File: config.mk
export PLATFORM = sky130hd
export DESIGN_NAME = alu_share_arbiter
export DESIGN_NICKNAME = d
export VERILOG_FILES = /design/src/rtl/alu_share_arbiter_pkg.sv /design/src/rtl/alu_share_arbiter_rr.sv /design/src/rtl/alu_share_arbiter.sv
export SDC_FILE = /design/constraint.sdc
export NUM_CORES = 1
export LEC_CHECK = 0
export CAP_MARGIN = 10
export CORE_AREA = 2 2 187 189
export DETAILED_ROUTE_END_ITERATION = 7
export DIE_AREA = 0 0 189 191
export GPL_ROUTABILITY_DRIVEN = 1
export PLACE_DENSITY = 0.54
export SETUP_SLACK_MARGIN = 0.4
export SKIP_LAST_GASP = 1
export SLEW_MARGIN = 20
export SYNTH_ARGS = -nofsm -noshare
export SYNTH_HDL_FRONTEND = slang
export SYNTH_HIERARCHICAL = 1
export SYNTH_SLANG_ARGS = --single-unit
File: constraint.sdc
create_clock -name clk -period 2.25 [get_ports clk]
set_input_delay 0.45 -clock clk [delete_from_list [all_inputs] [get_ports clk]]
set_output_delay 0.45 -clock clk [all_outputs]
set_load 0.01 [all_outputs]
File: src/rtl/alu_share_arbiter_pkg.sv
// Shared definitions for the ALU share arbiter slice.
// Contents:
//   - ALU op-code constants (mulu, divu, and, or).
//   - ALU valid-to-ready latencies for each op class.
//   - Default watchdog limit for the WAIT state.
//   - The arbiter FSM state encoding.
package alu_share_arbiter_pkg;

  localparam logic [1:0] OP_MULU = 2'd0;
  localparam logic [1:0] OP_DIVU = 2'd1;
  localparam logic [1:0] OP_AND  = 2'd2;
  localparam logic [1:0] OP_OR   = 2'd3;

  // Cycles from alu_valid to alu_ready for each op class.
  localparam int ALU_LAT_MULDIV = 33;
  localparam int ALU_LAT_LOGIC  = 2;

  // Must stay above ALU_LAT_MULDIV, or a healthy divide would be reported
  // as a timeout.
  localparam int DEFAULT_TIMEOUT = 40;

  typedef enum logic [1:0] {
    ST_IDLE  = 2'd0,
    ST_ISSUE = 2'd1,
    ST_WAIT  = 2'd2,
    ST_RESP  = 2'd3
  } state_t;

endpackage

File: src/rtl/alu_share_arbiter_rr.sv
// Round-robin arbiter. Purely combinational.
// The search starts at rr_ptr and wraps modulo NUM_REQ. The first set request
// bit wins.
// Ports:
//   req       in   NUM_REQ  request vector
//   rr_ptr    in   PTR_W    highest-priority index for this decision
//   grant     out  NUM_REQ  one-hot grant, zero when no request is set
//   grant_idx out  PTR_W    encoded index of the granted requester
//   grant_any out  1        some requester was granted
module rr_arbiter #(
  parameter int NUM_REQ = 4,
  parameter int PTR_W   = $clog2(NUM_REQ)
) (
  input  logic [NUM_REQ-1:0] req,
  input  logic [PTR_W-1:0]   rr_ptr,
  output logic [NUM_REQ-1:0] grant,
  output logic [PTR_W-1:0]   grant_idx,
  output logic               grant_any
);

  // Two passes give the wrap-around order with only constant loop indices.
  // Pass 0 covers indices rr_ptr..NUM_REQ-1. Pass 1 covers 0..rr_ptr-1.
  always_comb begin
    grant     = '0;
    grant_idx = '0;
    grant_any = 1'b0;
    for (int pass = 0; pass < 2; pass++) begin
      for (int i = 0; i < NUM_REQ; i++) begin
        if (!grant_any && req[i] &&
            ((pass == 0) ? (i >= int'(rr_ptr)) : (i < int'(rr_ptr)))) begin
          grant[i]  = 1'b1;
          grant_idx = PTR_W'(i);
          grant_any = 1'b1;
        end
      end
    end
  end

endmodule

File: src/rtl/alu_share_arbiter.sv
// Shares one multi-cycle ALU among NUM_REQ requesters.
// Operation:
//   - Requests are granted round-robin, and the winner's operands are latched.
//   - A one-cycle alu_valid starts the ALU.
//   - The block waits for alu_ready, guarded by a TIMEOUT-cycle watchdog.
//   - The 64-bit result (or a timeout error completion) goes back to the
//     owner over a valid/ack handshake.
// Ports:
//   clk, rst_n            clock; async active-low reset
//   req_valid/req_ready   per-requester request handshake (ready one-hot)
//   req_mode/req_a/req_b  per-requester op and operands, packed by index
//   rsp_valid/rsp_ack     per-requester response handshake (valid one-hot)
//   rsp_data, rsp_err     result for the owner; rsp_err marks a timeout
//   err_sticky            set by any timeout, cleared only by reset
//   busy                  high outside IDLE
//   alu_valid, alu_mode, alu_in_a, alu_in_b   ALU start and latched operands
//   alu_ready, alu_out    ALU completion pulse and result
module alu_share_arbiter
  import alu_share_arbiter_pkg::*;
#(
  parameter int NUM_REQ = 4,
  parameter int TIMEOUT = DEFAULT_TIMEOUT
) (
  input  logic                    clk,
  input  logic                    rst_n,
  input  logic [NUM_REQ-1:0]      req_valid,
  output logic [NUM_REQ-1:0]      req_ready,
  input  logic [2*NUM_REQ-1:0]    req_mode,
  input  logic [32*NUM_REQ-1:0]   req_a,
  input  logic [32*NUM_REQ-1:0]   req_b,
  output logic [NUM_REQ-1:0]      rsp_valid,
  input  logic [NUM_REQ-1:0]      rsp_ack,
  output logic [63:0]             rsp_data,
  output logic                    rsp_err,
  output logic                    err_sticky,
  output logic                    busy,
  output logic                    alu_valid,
  output logic [1:0]              alu_mode,
  output logic [31:0]             alu_in_a,
  output logic [31:0]             alu_in_b,
  input  logic                    alu_ready,
  input  logic [63:0]             alu_out
);

  localparam int PTR_W = $clog2(NUM_REQ);
  localparam int TMR_W = $clog2(TIMEOUT);
  localparam logic [TMR_W-1:0] TMR_LAST = TMR_W'(TIMEOUT - 1);
  localparam logic [PTR_W-1:0] PTR_LAST = PTR_W'(NUM_REQ - 1);

  state_t             state, state_next;
  logic [PTR_W-1:0]   rr_ptr, owner, grant_idx;
  logic [NUM_REQ-1:0] grant, owner_oh;
  logic               grant_any, owner_ack, timed_out;
  logic [1:0]         mode_q, sel_mode;
  logic [31:0]        a_q, b_q, sel_a, sel_b;
  logic [63:0]        rsp_data_q;
  logic               rsp_err_q, err_sticky_q;
  logic [TMR_W-1:0]   timer;

  rr_arbiter #(
    .NUM_REQ (NUM_REQ),
    .PTR_W   (PTR_W)
  ) u_arb (
    .req       (req_valid),
    .rr_ptr    (rr_ptr),
    .grant     (grant),
    .grant_idx (grant_idx),
    .grant_any (grant_any)
  );

  // Only the owner's ack bit counts. Acks on other bits are ignored.
  assign owner_oh  = NUM_REQ'(1) << owner;
  assign owner_ack = |(rsp_ack & owner_oh);
  assign timed_out = (timer == TMR_LAST);

  // One-hot mux selects the winner's op and operands for latching.
  always_comb begin
    sel_mode = '0;
    sel_a    = '0;
    sel_b    = '0;
    for (int i = 0; i < NUM_REQ; i++) begin
      if (grant[i]) begin
        sel_mode = req_mode[2*i +: 2];
        sel_a    = req_a[32*i +: 32];
        sel_b    = req_b[32*i +: 32];
      end
    end
  end

  always_ff @(posedge clk or negedge rst_n) begin
    if (!rst_n) begin
      state <= ST_IDLE;
    end else begin
      state <= state_next;
    end
  end

  // A grant in IDLE is itself the transfer, since the arbiter only grants
  // requesters whose req_valid is set.
  always_comb begin
    state_next = state;
    case (state)
      ST_IDLE:  if (grant_any) state_next = ST_ISSUE;
      ST_ISSUE: state_next = ST_WAIT;
      ST_WAIT:  if (alu_ready || timed_out) state_next = ST_RESP;
      ST_RESP:  if (owner_ack) state_next = ST_IDLE;
      default:  state_next = ST_IDLE;
    endcase
  end

  always_comb begin
    req_ready = '0;
    rsp_valid = '0;
    alu_valid = 1'b0;
    busy      = (state != ST_IDLE);
    case (state)
      ST_IDLE:  req_ready = grant;
      ST_ISSUE: alu_valid = 1'b1;
      ST_RESP:  rsp_valid = owner_oh;
      default:  ;
    endcase
  end

  // Datapath registers: operand latches, watchdog timer, response, pointer.
  always_ff @(posedge clk or negedge rst_n) begin
    if (!rst_n) begin
      rr_ptr       <= '0;
      owner        <= '0;
      mode_q       <= '0;
      a_q          <= '0;
      b_q          <= '0;
      rsp_data_q   <= '0;
      rsp_err_q    <= 1'b0;
      err_sticky_q <= 1'b0;
      timer        <= '0;
    end else begin
      case (state)
        ST_IDLE: begin
          if (grant_any) begin
            owner  <= grant_idx;
            mode_q <= sel_mode;
            a_q    <= sel_a;
            b_q    <= sel_b;
          end
        end
        ST_ISSUE: timer <= '0;
        ST_WAIT: begin
          if (alu_ready) begin
            rsp_data_q <= alu_out;
            rsp_err_q  <= 1'b0;
          end else if (timed_out) begin
            rsp_data_q   <= '0;
            rsp_err_q    <= 1'b1;
            err_sticky_q <= 1'b1;
          end else begin
            timer <= timer + 1'b1;
          end
        end
        ST_RESP: begin
          // The requester just served moves to lowest priority.
          if (owner_ack) rr_ptr <= (owner == PTR_LAST) ? '0 : owner + 1'b1;
        end
        default: ;
      endcase
    end
  end

  assign rsp_data   = rsp_data_q;
  assign rsp_err    = rsp_err_q;
  assign err_sticky = err_sticky_q;
  assign alu_mode   = mode_q;
  assign alu_in_a   = a_q;
  assign alu_in_b   = b_q;

endmodule

==> impl_metrics.csv <==
group,metric,value,unit
sta,fin_ws,84.1,ps
synthesis,synth_edf_count,0,
critical_path,cp_max_fo,6,
floorplan,die_width,189,um
sta,relSlewSlack,61.4,%
sta,finalSetupViolations,0,
layout,stdcell_count,1764,
global_route,grtUsageTotal,19.0,%
floorplan,die_area,0.0361,mm2
synthesis,synth_seq_cells,144,
global_route,grt_pass1_wl,52300,um
layout,syn_to_final_growth,86.5,%
critical_path,crit_buf_inv,2,
critical_path,cpMostUsedCell,"and2_4",
floorplan,core-area,0.0341,mm2
cts,cts_root_buffer,"clkbuf_16",
job,max_cap_violations,0,
critical_path,slowest_stage,"dfrtp_2",
cts,clk_pin_slew,70,ps
synthesis,avgSynthCellArea,10.2,um2
placed_design,dpl_worst_slack,-751,ps
routing,drt_iter0_drc,247,
sta,fin_hold_ws,470,ps
layout,multi_input_area,0.00383,mm2
routing,viasPerCell,4.74,
routing,drt_wl_total,35600,um
synthesis,synthFlopType,"dfrtp_1",
cts,htree_levels,4,
floorplan,start_util,23.3,%
synthesis,synth_area,0.00797,mm2
placed_design,post_dp_cell_area,0.0135,mm2
critical_path,worstSetupPathType,"register to output port",
critical_path,required,1800,ps
floorplan,die_y,191,um
placed_design,dp_cells,1699,
synthesis,seq_area_frac_synth,45.2,%
critical_path,cp.arrival,1720,ps
routing,wl_per_cell,20.2,um
synthesis,syn_inst,780,
routing,drc_errors,0,
routing,num_vias,8360,
placed_design,gp_congestion,0.839,
sta,fin_crit,2170,ps
layout,fin_area,0.0149,mm2
synthesis,async_reset_ff_share,100,%
synthesis,syn-num-nets,1128,
placed_design,hpwl,26600,um
routing,drtAntennaViolNets,0,
hold_path,hold_class,"register to register",
pwr,power_density,1180,mW/mm2
cts,clkLatencyLatePin,440,ps
floorplan,core.rowCount,68,
sta,fin_skew,7.68,ps
sta,hold_viol_final,0,
synthesis,synth_warnings,6,
critical_path,crit_family,"flip-flops",
cts,cts.sinks,144,
global_route,grt_max_degree,66,
global_route,antenna_found_initial,4,
pwr,leakagePower,0.00674,uW
global_route,overflow,0,
pwr,vdd_drop_max,0.763,mV
layout,final_nets,1643,
pwr,finalPower,17500,uW
critical_path,cp_cell_sequence,"a2bb2oi_2 -> o22ai_2 -> and2_4 -> buf_4 -> and2_4 -> buf_6",
cts,cts_max_path_buffers,2,
status,outcome,"completed",
critical_path,slowest_delay,460,ps
critical_path,end_kind,"output port",
critical_path,start_kind,"register",
sta,fin_crit_sh,96.3,%
sta,achievable-frequency,462,MHz
global_route,grt_pass1_vias,8671,
sta,slew_violations,0,
cts,tritoncts,"built",
layout,drive_above_1_share,18.4,%
layout,seqCellArea,0.00361,mm2
cts,cts_buffers,17,
sta,rsz0062_at_grt,"yes",
synthesis,ys_types,47,
layout,fill_cells,3331,
placed_design,io_buffer_count,480,
sta,worst_slew_pin_slew,578,ps
routing,dr.pass1.iters,5,
floorplan,pin_count,481,
final cells by class:
cell class | instances | share of cell area [%]
Tap cell | 455 | 3.83
Sequential cell | 144 | 24.3
Clock buffer | 19 | 3.05
Clock inverter | 12 | 1.07
Timing Repair Buffer | 574 | 40.0
Antenna cell | 2 | 0.0337
Multi-Input combinational cell | 485 | 25.8
Inverter | 73 | 1.93
registers in the layout (all words and copies together) (netlist names), 2 cells and up:
register  flops
rr_ptr        2
rsp_data     64
owner         2
alu_in_a     32
timer         6
alu_mode      2
state         2
alu_in_b     32
cells by family after synthesis:
| family | Yosys count | share of synthesized area [%] |
|---|---|---|
| fa+ha+maj | 9 | 1.41 |
| compound gates | 293 | 33.4 |
| xor+xnor | 2 | 0.220 |
| mux | 5 | 0.675 |
| flops | 144 | 45.2 |
| buf+inv | 151 | 9.74 |
| simple gates | 176 | 9.33 |
worst paths after layout:
kind	from	end	slack, ps	cells past startpoint
max in group asynchronous	rst_n	alu_in_b[7]$_DFFE_PN0P_	1040	3
hold / removal	err_sticky$_DFFE_PN0P_	err_sticky$_DFFE_PN0P_	470	1
setup / recovery	rr_ptr[1]$_DFFE_PN0P_	req_ready[0]	80	6
setup reg to reg	rr_ptr[1]$_DFFE_PN0P_	alu_in_b[23]$_DFFE_PN0P_	100	10
min in group asynchronous	rst_n	alu_in_b[28]$_DFFE_PN0P_	570	2
hold reg to reg	err_sticky$_DFFE_PN0P_	err_sticky$_DFFE_PN0P_	470	1
where the power goes:
group | leakage, uW | switching, uW | internal (uW) | total, uW
clock | 0.000296 | 1230 | 1810 | 3030
sequential | 0.00172 | 817 | 3870 | 4690
combinational | 0.00472 | 4430 | 5370 | 9800
cells in the final DEF (no fill, tap or decap), types with 5 or more instances in the layout:
cell type	instances
buf_12	18
clkbuf_16	19
a31oi_1	64
dlygate4sd2_1	32
dfrtp_2	5
nor2_1	72
and2_4	10
a221oi_2	53
o21ai_0	7
ha_4	7
buf_6	21
clkdlybuf4s50_1	396
a221oi_1	14
dfrtp_1	139
dlymetal6s2s_1	40
nand2_1	73
a22o_1	65
a211o_1	65
inv_1	67
buf_4	58
what timing repair did:
item	CTS	global route
setup endpoints to repair	108	179
resized for setup	136	70
setup buffers	16	12
hold buffers	1	0
endpoints found under the hold margin	39	0
pin swaps	31	39
gates cloned	1	2
worst reg2reg max path: stages, from the launching register on:
cell and delay [ps]:
dfrtp_2 460, o21a_1 130, o22ai_2 150, and2_4 180
buf_6 90, nor2b_4 200, buf_12 180, clkbuf_16 190
a221oi_2 60, a211o_1 270, a31oi_1 160
synth_stat cells, types with 8 or more instances:
master	number	area (um2)
buf_2	23	115
a22o_1	65	569
a31oi_1	66	413
inv_1	73	274
nor2_1	73	274
a221oi_2	50	751
dfrtp_1	144	3600
o21ai_0	8	40.0
nand2_1	73	274
ha_1	9	113
and2_1	12	75.1
buf_6	9	101
a211o_1	65	569
a221oi_1	18	158
clkbuf_1	33	124
per-stage QoR:
stage	utilization [%]	TNS, ps
after CTS	42.4	0
after floorplan	-	0
after global routing	43.5	0
after global placement	39.7	-45730
final	43.5	0
after detailed placement	39.7	-47420
metal layers:
metal  wire length [um]  share of wire [%]  GRT usage (%)
met5                  0                  0              0
met4                641                1.8           6.73
met3               2840                8.0           5.60
met2              17500                 49           32.1
met1              14700                 41           23.1
(Power assumes the default switching activity.)
